==> config.mk <==
export PLATFORM = sky130hd
export DESIGN_NAME = toll_booth_ctrl
export DESIGN_NICKNAME = d
export VERILOG_FILES = /design/src/rtl/toll_booth_ctrl.sv
export SDC_FILE = /design/constraint.sdc
export NUM_CORES = 1
export LEC_CHECK = 0
export CAP_MARGIN = 25
export CORE_MARGIN = 2
export CORE_UTILIZATION = 40
export CTS_BUF_LIST = sky130_fd_sc_hd__clkbuf_16
export DETAILED_ROUTE_END_ITERATION = 8
export SLEW_MARGIN = 20
export SYNTH_ARGS = -nofsm -noshare
export SYNTH_HDL_FRONTEND = slang
export SYNTH_SLANG_ARGS = --single-unit
==> constraint.sdc <==
create_clock -name clk -period 4.4 [get_ports clk]
set_clock_uncertainty 0.15 [all_clocks]
set_input_delay 1.1 -clock clk [delete_from_list [all_inputs] [get_ports clk]]
set_output_delay 1.1 -clock clk [all_outputs]
set_load 0.02 [all_outputs]
==> src/rtl/toll_booth_ctrl.sv <==
// Single-lane toll booth controller: synchronises coin sensors, accumulates credit, drives go/stop lamps.
// Optional macro PASS_COUNT_EN adds a 16-bit PassCount output counting STOP->GO transitions.
module toll_booth_ctrl #(
   parameter int TOLL_CENTS = 25,
   parameter int GO_CYCLES  = 8,
   parameter int CREDIT_W   = 7
) (
   input  logic        clk,
   input  logic        rst_n,
   input  logic        Nickel1,
   input  logic        Nickel2,
   input  logic        Dime,
   input  logic        Quarter,
   output logic        LEDgo,
   output logic        LEDstop
`ifdef PASS_COUNT_EN
   ,
   output logic [15:0] PassCount
`endif
);

   typedef enum logic {STOP, GO} state_t;

   localparam int                  TIMER_W    = (GO_CYCLES > 1) ? $clog2(GO_CYCLES) : 1;
   localparam logic [CREDIT_W-1:0] TOLL       = CREDIT_W'(TOLL_CENTS);
   localparam logic [TIMER_W-1:0]  TIMER_LOAD = TIMER_W'(GO_CYCLES - 1);

   logic [3:0]          sensors;
   logic [3:0]          s1, s2, h;
   logic [1:0]          warm;
   logic [3:0]          pulse;
   logic [CREDIT_W-1:0] add;
   logic [CREDIT_W-1:0] credit;
   logic [TIMER_W-1:0]  timer;
   state_t              state;

   assign sensors = {Quarter, Dime, Nickel2, Nickel1};
   assign pulse   = s2 & ~h;

   // NOTE: every variable assigned in always_comb gets a default first, so no latch is inferred.
   always_comb begin
      add = '0;
      if (pulse[0]) add = add + CREDIT_W'(5);
      if (pulse[1]) add = add + CREDIT_W'(5);
      if (pulse[2]) add = add + CREDIT_W'(10);
      if (pulse[3]) add = add + CREDIT_W'(25);
   end

   // History holds at 1 until the synchroniser has carried two real samples, so a sensor
   // already high at reset release never looks like a fresh rising edge.
   always_ff @(posedge clk or negedge rst_n) begin
      if (!rst_n) begin
         s1   <= '0;
         s2   <= '0;
         h    <= '1;
         warm <= '0;
      end else begin
         s1   <= sensors;
         s2   <= s1;
         warm <= {warm[0], 1'b1};
         h    <= warm[1] ? s2 : '1;
      end
   end

   // NOTE: sequential state uses non-blocking assignments so every flop samples pre-edge values.
   always_ff @(posedge clk or negedge rst_n) begin
      if (!rst_n) begin
         state     <= STOP;
         credit    <= '0;
         timer     <= '0;
         LEDgo     <= 1'b0;
         LEDstop   <= 1'b1;
`ifdef PASS_COUNT_EN
         PassCount <= '0;
`endif
      end else begin
         case (state)
            STOP: begin
               if (credit >= TOLL) begin
                  state     <= GO;
                  credit    <= credit - TOLL + add;
                  timer     <= TIMER_LOAD;
                  LEDgo     <= 1'b1;
                  LEDstop   <= 1'b0;
`ifdef PASS_COUNT_EN
                  PassCount <= PassCount + 16'd1;
`endif
               end else begin
                  credit <= credit + add;
               end
            end
            GO: begin
               credit <= credit + add;
               if (timer == '0) begin
                  state   <= STOP;
                  LEDgo   <= 1'b0;
                  LEDstop <= 1'b1;
               end else begin
                  timer <= timer - TIMER_W'(1);
               end
            end
            default: begin
               state   <= STOP;
               LEDgo   <= 1'b0;
               LEDstop <= 1'b1;
            end
         endcase
      end
   end

endmodule

==> results of run 1 <==
==> cell type report <==
cell class | count | area [µm²] | area share
repair buffers | 9 | 85.1 | 0.0448
clock inverters | 1 | 8.76 | 0.00461
clock buffers | 3 | 75.1 | 0.0396
well taps | 50 | 62.6 | 0.0330
multi-input cells | 109 | 895 | 0.471
flip-flops and latches | 27 | 682 | 0.359
inverters | 24 | 90.1 | 0.0475
==> cells in the mapped netlist <==
| cell type | n |
|---|---|
| inv_1 | 24 |
| dfrtp_1 | 22 |
| ha_1 | 22 |
| nand2_1 | 13 |
| nand2b_1 | 10 |
| xnor2_1 | 8 |
| o21ai_1 | 7 |
| a21oi_1 | 6 |
| xor2_1 | 6 |
| a21o_1 | 5 |
| dfstp_2 | 5 |
| fa_1 | 4 |
| nor2_1 | 4 |
| nor2b_1 | 3 |
| a211o_1 | 2 |
| a31oi_1 | 2 |
| nor3_1 | 2 |
| a2111oi_2 | 1 |
| a21boi_1 | 1 |
| a31o_2 | 1 |
| a41o_1 | 1 |
| and3_1 | 1 |
| buf_2 | 1 |
| buf_4 | 1 |
| conb_1 | 1 |
| mux2_1 | 1 |
| mux2i_1 | 1 |
| nand3b_1 | 1 |
| nor3b_1 | 1 |
| nor3b_2 | 1 |
| o211ai_1 | 1 |
| o21ai_0 | 1 |
| o21bai_1 | 1 |
| o311ai_1 | 1 |
==> per-stage QoR <==
step	utilization	total power (W)	worst slack (ns)	std cells
3_3_place_gp	0.450	0.000936	0.601	219
2_1_floorplan	-	0.000832	0.702	162
4_1_cts	0.471	0.00118	0.507	223
5_1_grt	0.471	0.00128	0.293	223
6_report	0.471	0.00117	0.524	223
3_5_place_dp	0.450	0.000958	0.528	219
==> logic make-up (layout without fill, tap and decap cells) <==
logic type / after synthesis / count (layout) / share of synthesized area
flops: 27 / 27 / 0.406
compound gates: 30 / 30 / 0.121
other cells: 1 / 1 / 0.00223
mux: 2 / 2 / 0.0127
fa+ha+maj: 26 / 26 / 0.212
simple gates: 36 / 36 / 0.113
buf+inv: 26 / 37 / 0.0611
xor+xnor: 14 / 14 / 0.0730
==> layer usage <==
metal	vias up	routed length, µm
met1	503	1330
li1	546	-
met5	-	0
met3	2	65
met4	0	16
met2	12	1270
==> flip-flops by register name, summed over array words and instances (netlist names), 2 cells and up <==
register	flops
h	4
timer	3
s1	4
s2	4
warm	2
credit	7
==> where the power goes <==
part | total, W | internal, W | switching (W) | leakage [nW]
registers | 0.000377 | 0.000321 | 0.0000561 | 0.306
logic | 0.000574 | 0.000268 | 0.000306 | 0.586
clock network | 0.000214 | 0.000126 | 0.0000888 | 0.0415
total | 0.00117 | 0.000715 | 0.000451 | 0.934
==> final timing paths <==
check	from	cells past startpoint	endpoint	slack, ns
setup / recovery	h[0]$_DFF_PN1_	14	credit[6]$_DFF_PN0_	0.52
hold reg to reg	s1[3]$_DFF_PN0_	0	s2[3]$_DFF_PN0_	0.20
setup reg to reg	h[0]$_DFF_PN1_	14	credit[6]$_DFF_PN0_	0.52
max in group asynchronous	rst_n	2	LEDstop$_DFFE_PN1P_	2.74
hold / removal	s1[3]$_DFF_PN0_	0	s2[3]$_DFF_PN0_	0.20
min in group asynchronous	rst_n	2	credit[2]$_DFF_PN0_	1.06
==> impl_metrics.tcl, run 1 <==
set metrics [dict create \
    grt_max_degree 28 \
    fin_area_um2 1900 \
    clkSlewWorstSetupHoldPaths_ns 0.07 \
    fin_crit_ns 3.88 \
    std_cell_rows 23 \
    cp.required_ns 4.40 \
    routed_via_density 4.77 \
    first_iter_violations 28 \
    initial_core_util 0.417 \
    postRouteAntennaNets 0 \
    drive_gt1_frac 0.0809 \
    use_met1 0.177 \
    antenna_found_initial 0 \
    status "finished clean" \
    crit_type "flip-flop to flip-flop" \
    drc 0 \
    drtPass1Iterations 4 \
    p_leak_nw 0.934 \
    met2_usage 0.232 \
    grt_pass1_vias 1032 \
    cp_cell_sequence "nand2b_1, inv_1, ha_1, ha_1, ha_1, a211o_1, xnor2_1, ha_1, fa_1, nor3b_2, a2111oi_2, xor2_1, o211ai_1, a21boi_1" \
    yosys_warnings 0 \
    die_area_um2 4730 \
    global_route.usage.met3 0.0292 \
    syn_nets 194 \
    ys_ff_latch 27 \
    numPortBuffers 7 \
    grt_pass1_wl_um 4730 \
    fp.dieH_um 68.8 \
    setup_tns_ns 0 \
    cts_max_path_buffers 2 \
    seq_area_frac_synth 0.406 \
    cp_top_family "adder cells" \
    netlist.area_leader.share 0.328 \
    final_common_cell "inv_1" \
    period_share 0.881 \
    grt_overflow_total 0 \
    place_hpwl_um 2090 \
    endpoint_kind "flip-flop" \
    timing.fmax_mhz 258 \
    ir_drop_mv 0.346 \
    ctsHoldBuffers 0 \
    synth_cells 162 \
    worst_hold_slack_ns 0.197 \
    synth.area.top_cells "dfrtp_1, ha_1, dfstp_2" \
    cp_common_cell "ha_1" \
    critPathArrivalTime_ns 3.88 \
    cts_resized 0 \
    grt.total_usage 0.135 \
    nNetsFinal 206 \
    cap_violations 0 \
    grt_busiest_layer "met2" \
    worstSkewPairLatency_ns 0.26 \
    rsz0062_at_grt "false" \
    syn_avg_cell_area_um2 10.4 \
    hold_class "flip-flop to flip-flop" \
    cts.sinks 27 \
    detail_route.wl_per_cell_um 12.0 \
    drt_wl_total_um 2680 \
    drv_slew 0 \
    hold_viol 0 \
    htree_levels 1 \
    synth_area_um2 1680 \
    antenna_cells 0 \
    cts_tree "done" \
    clock-root-buffer "clkbuf_16" \
    place_area_um2 1810 \
    routabilityCongestion 0.772 \
    ios 8 \
    ys_types 34 \
    vias 1063 \
    crit_buf_inv 1 \
    cts_made_buffers 3 \
    fillerInstances 378 \
    powerDensity_nw_per_um2 614 \
    crit_fanout 4 \
    setup-violations-final 0 \
    core-area_um2 4030 \
    slowest_delay_ns 0.61 \
    post_cts_buffers 0 \
    yosysTopAreaCell "dfrtp_1" \
    critPathSlowestCell "fa_1" \
    final_cell_mix "inv_1, dfrtp_1, ha_1, nand2_1, nand2b_1" \
    syn_to_final_growth_pct 13.0 \
    die_x_um 68.8 \
    critPathLaunchType "flip-flop" \
]
Power figures use the tool's default switching activity.
==> run 2, diff against run 1 <==
Settings changed: ABC_CLOCK_PERIOD_IN_PS set to 3900, CELL_PAD_IN_SITES_DETAIL_PLACEMENT set to 0, CELL_PAD_IN_SITES_GLOBAL_PLACEMENT set to 1, PLACE_DENSITY_LB_ADDON set to 0.1.
Clock period 4.4 ns to 3.9 ns, I/O delays scaled along.
==> impl_metrics.tcl, run 2 (synthesized netlist as in run 1, its figures left out) <==
set metrics [dict create \
    vias 1107 \
    drtPass1Iterations 4 \
    die_x_um 68.8 \
    syn_to_final_growth_pct 18.1 \
    largest_register_ff_count 7 \
    worstSkewPairLatency_ns 0.26 \
    cp_cell_sequence "nand2b_4, inv_1, ha_1, ha_4, ha_1, a211o_1, xnor2_1, ha_2, fa_2, nor3b_2, a2111oi_4, xor2_1, o211ai_1, a21boi_1" \
    crit_buf_inv 1 \
    setup-violations-final 0 \
    initial_core_util 0.417 \
    largest-register "credit" \
    multi_input_area_um2 970 \
    final_cell_mix "inv_1, dfrtp_1, ha_1, nand2_1, nand2b_1" \
    fin_crit_ns 3.72 \
    place_hpwl_um 2150 \
    ctsHoldBuffers 0 \
    final_common_cell "inv_1" \
    core-area_um2 4030 \
    hold_class "flip-flop to flip-flop" \
    status "finished clean" \
    grt_pass1_wl_um 4560 \
    fillerInstances 383 \
    critPathLaunchType "flip-flop" \
    cap_violations 0 \
    grt_pass1_vias 994 \
    fp.dieH_um 68.8 \
    drv_slew 0 \
    crit_fanout 4 \
    clkSlewWorstSetupHoldPaths_ns 0.07 \
    routabilityCongestion 0.800 \
    slowest_delay_ns 0.62 \
    std_cell_rows 23 \
    ios 8 \
    setup_tns_ns 0 \
    drt_wl_total_um 2850 \
    cp.required_ns 3.90 \
    critPathArrivalTime_ns 3.71 \
    setup_slack_ns 0.183 \
    clock-root-buffer "clkbuf_16" \
    htree_levels 1 \
    first_iter_violations 40 \
    antenna_found_initial 0 \
    nNetsFinal 208 \
    grt.total_usage 0.136 \
    regToRegSetupSlack_ns 0.18 \
    timing.fmax_mhz 269 \
    antenna_cells 0 \
    drc 0 \
    cts.sinks 27 \
    hold_viol 0 \
    numPortBuffers 7 \
    p_leak_nw 0.956 \
    grt_overflow_total 0 \
    crit_type "flip-flop to flip-flop" \
    ir_drop_mv 0.281 \
    cts_made_buffers 3 \
    cp_common_cell "ha_1" \
    critPathSlowestCell "fa_2" \
    cts_tree "done" \
    grt_max_degree 28 \
    powerDensity_nw_per_um2 685 \
    cts_max_path_buffers 2 \
    die_area_um2 4730 \
    postRouteAntennaNets 0 \
    drive_gt1_frac 0.131 \
    regArea_um2 682 \
    period_share 0.953 \
    detail_route.wl_per_cell_um 12.7 \
    dp_slack_ns 0.0175 \
    routed_via_density 4.92 \
    cp_top_family "adder cells" \
    endpoint_kind "flip-flop" \
    rsz0062_at_grt "false" \
]
run 2: cell count changes in the layout (fill, tap and decap cells not counted), sizes merged:
cell / previous run / this run
buf: 2 / 4
run 2: timing repair:
action	CTS	global route
buffers inserted	0	2
pin swaps	2	5
gates resized for setup	1	9
setup endpoints to repair	1	1
run 2: metal layers:
layer,routed length [µm],track usage
met4,25,0.0515
met1,1230,0.155
met2,1550,0.248
met5,0,0
met3,46,0.0292
run 2: power breakdown:
| group | internal (W) | total [W] | switching [W] |
|---|---|---|---|
| clock network | 0.000137 | 0.000230 | 0.0000929 |
| registers | 0.000362 | 0.000425 | 0.0000623 |
| logic | 0.000334 | 0.000704 | 0.000371 |
run 2: final timing paths:
| check | from | to | cells after the start |
|---|---|---|---|
| max in group asynchronous | rst_n | LEDstop$_DFFE_PN1P_ | 2 |
| worst max register to register | h[0]$_DFF_PN1_ | credit[6]$_DFF_PN0_ | 14 |
| worst min-delay path | s1[0]$_DFF_PN0_ | s2[0]$_DFF_PN0_ | 0 |
| worst max-delay path | h[0]$_DFF_PN1_ | credit[6]$_DFF_PN0_ | 14 |
| min in group asynchronous | rst_n | s1[0]$_DFF_PN0_ | 2 |
| worst min register to register | s1[0]$_DFF_PN0_ | s2[0]$_DFF_PN0_ | 0 |
run 2: layout make-up:
type                            instances  share of cell area
Clock buffer                            3              0.0379
Clock inverter                          1             0.00189
Inverter                               24              0.0454
Multi-Input combinational cell        109               0.489
Sequential cell                        27               0.344
Tap cell                               50              0.0315
Timing Repair Buffer                   11              0.0505
run 2: through the flow:
step	utilization	cell area [µm²]	power (W)	hold WS [ns]	cells
floorplan	-	1680	0.000938	0.181	162
global route	0.492	1980	0.00148	0.211	225
finish	0.492	1980	0.00136	0.198	225
global placement	0.450	1810	0.00107	0.183	219
CTS	0.470	1900	0.00133	0.202	223
detailed placement	0.450	1810	0.00109	0.186	219
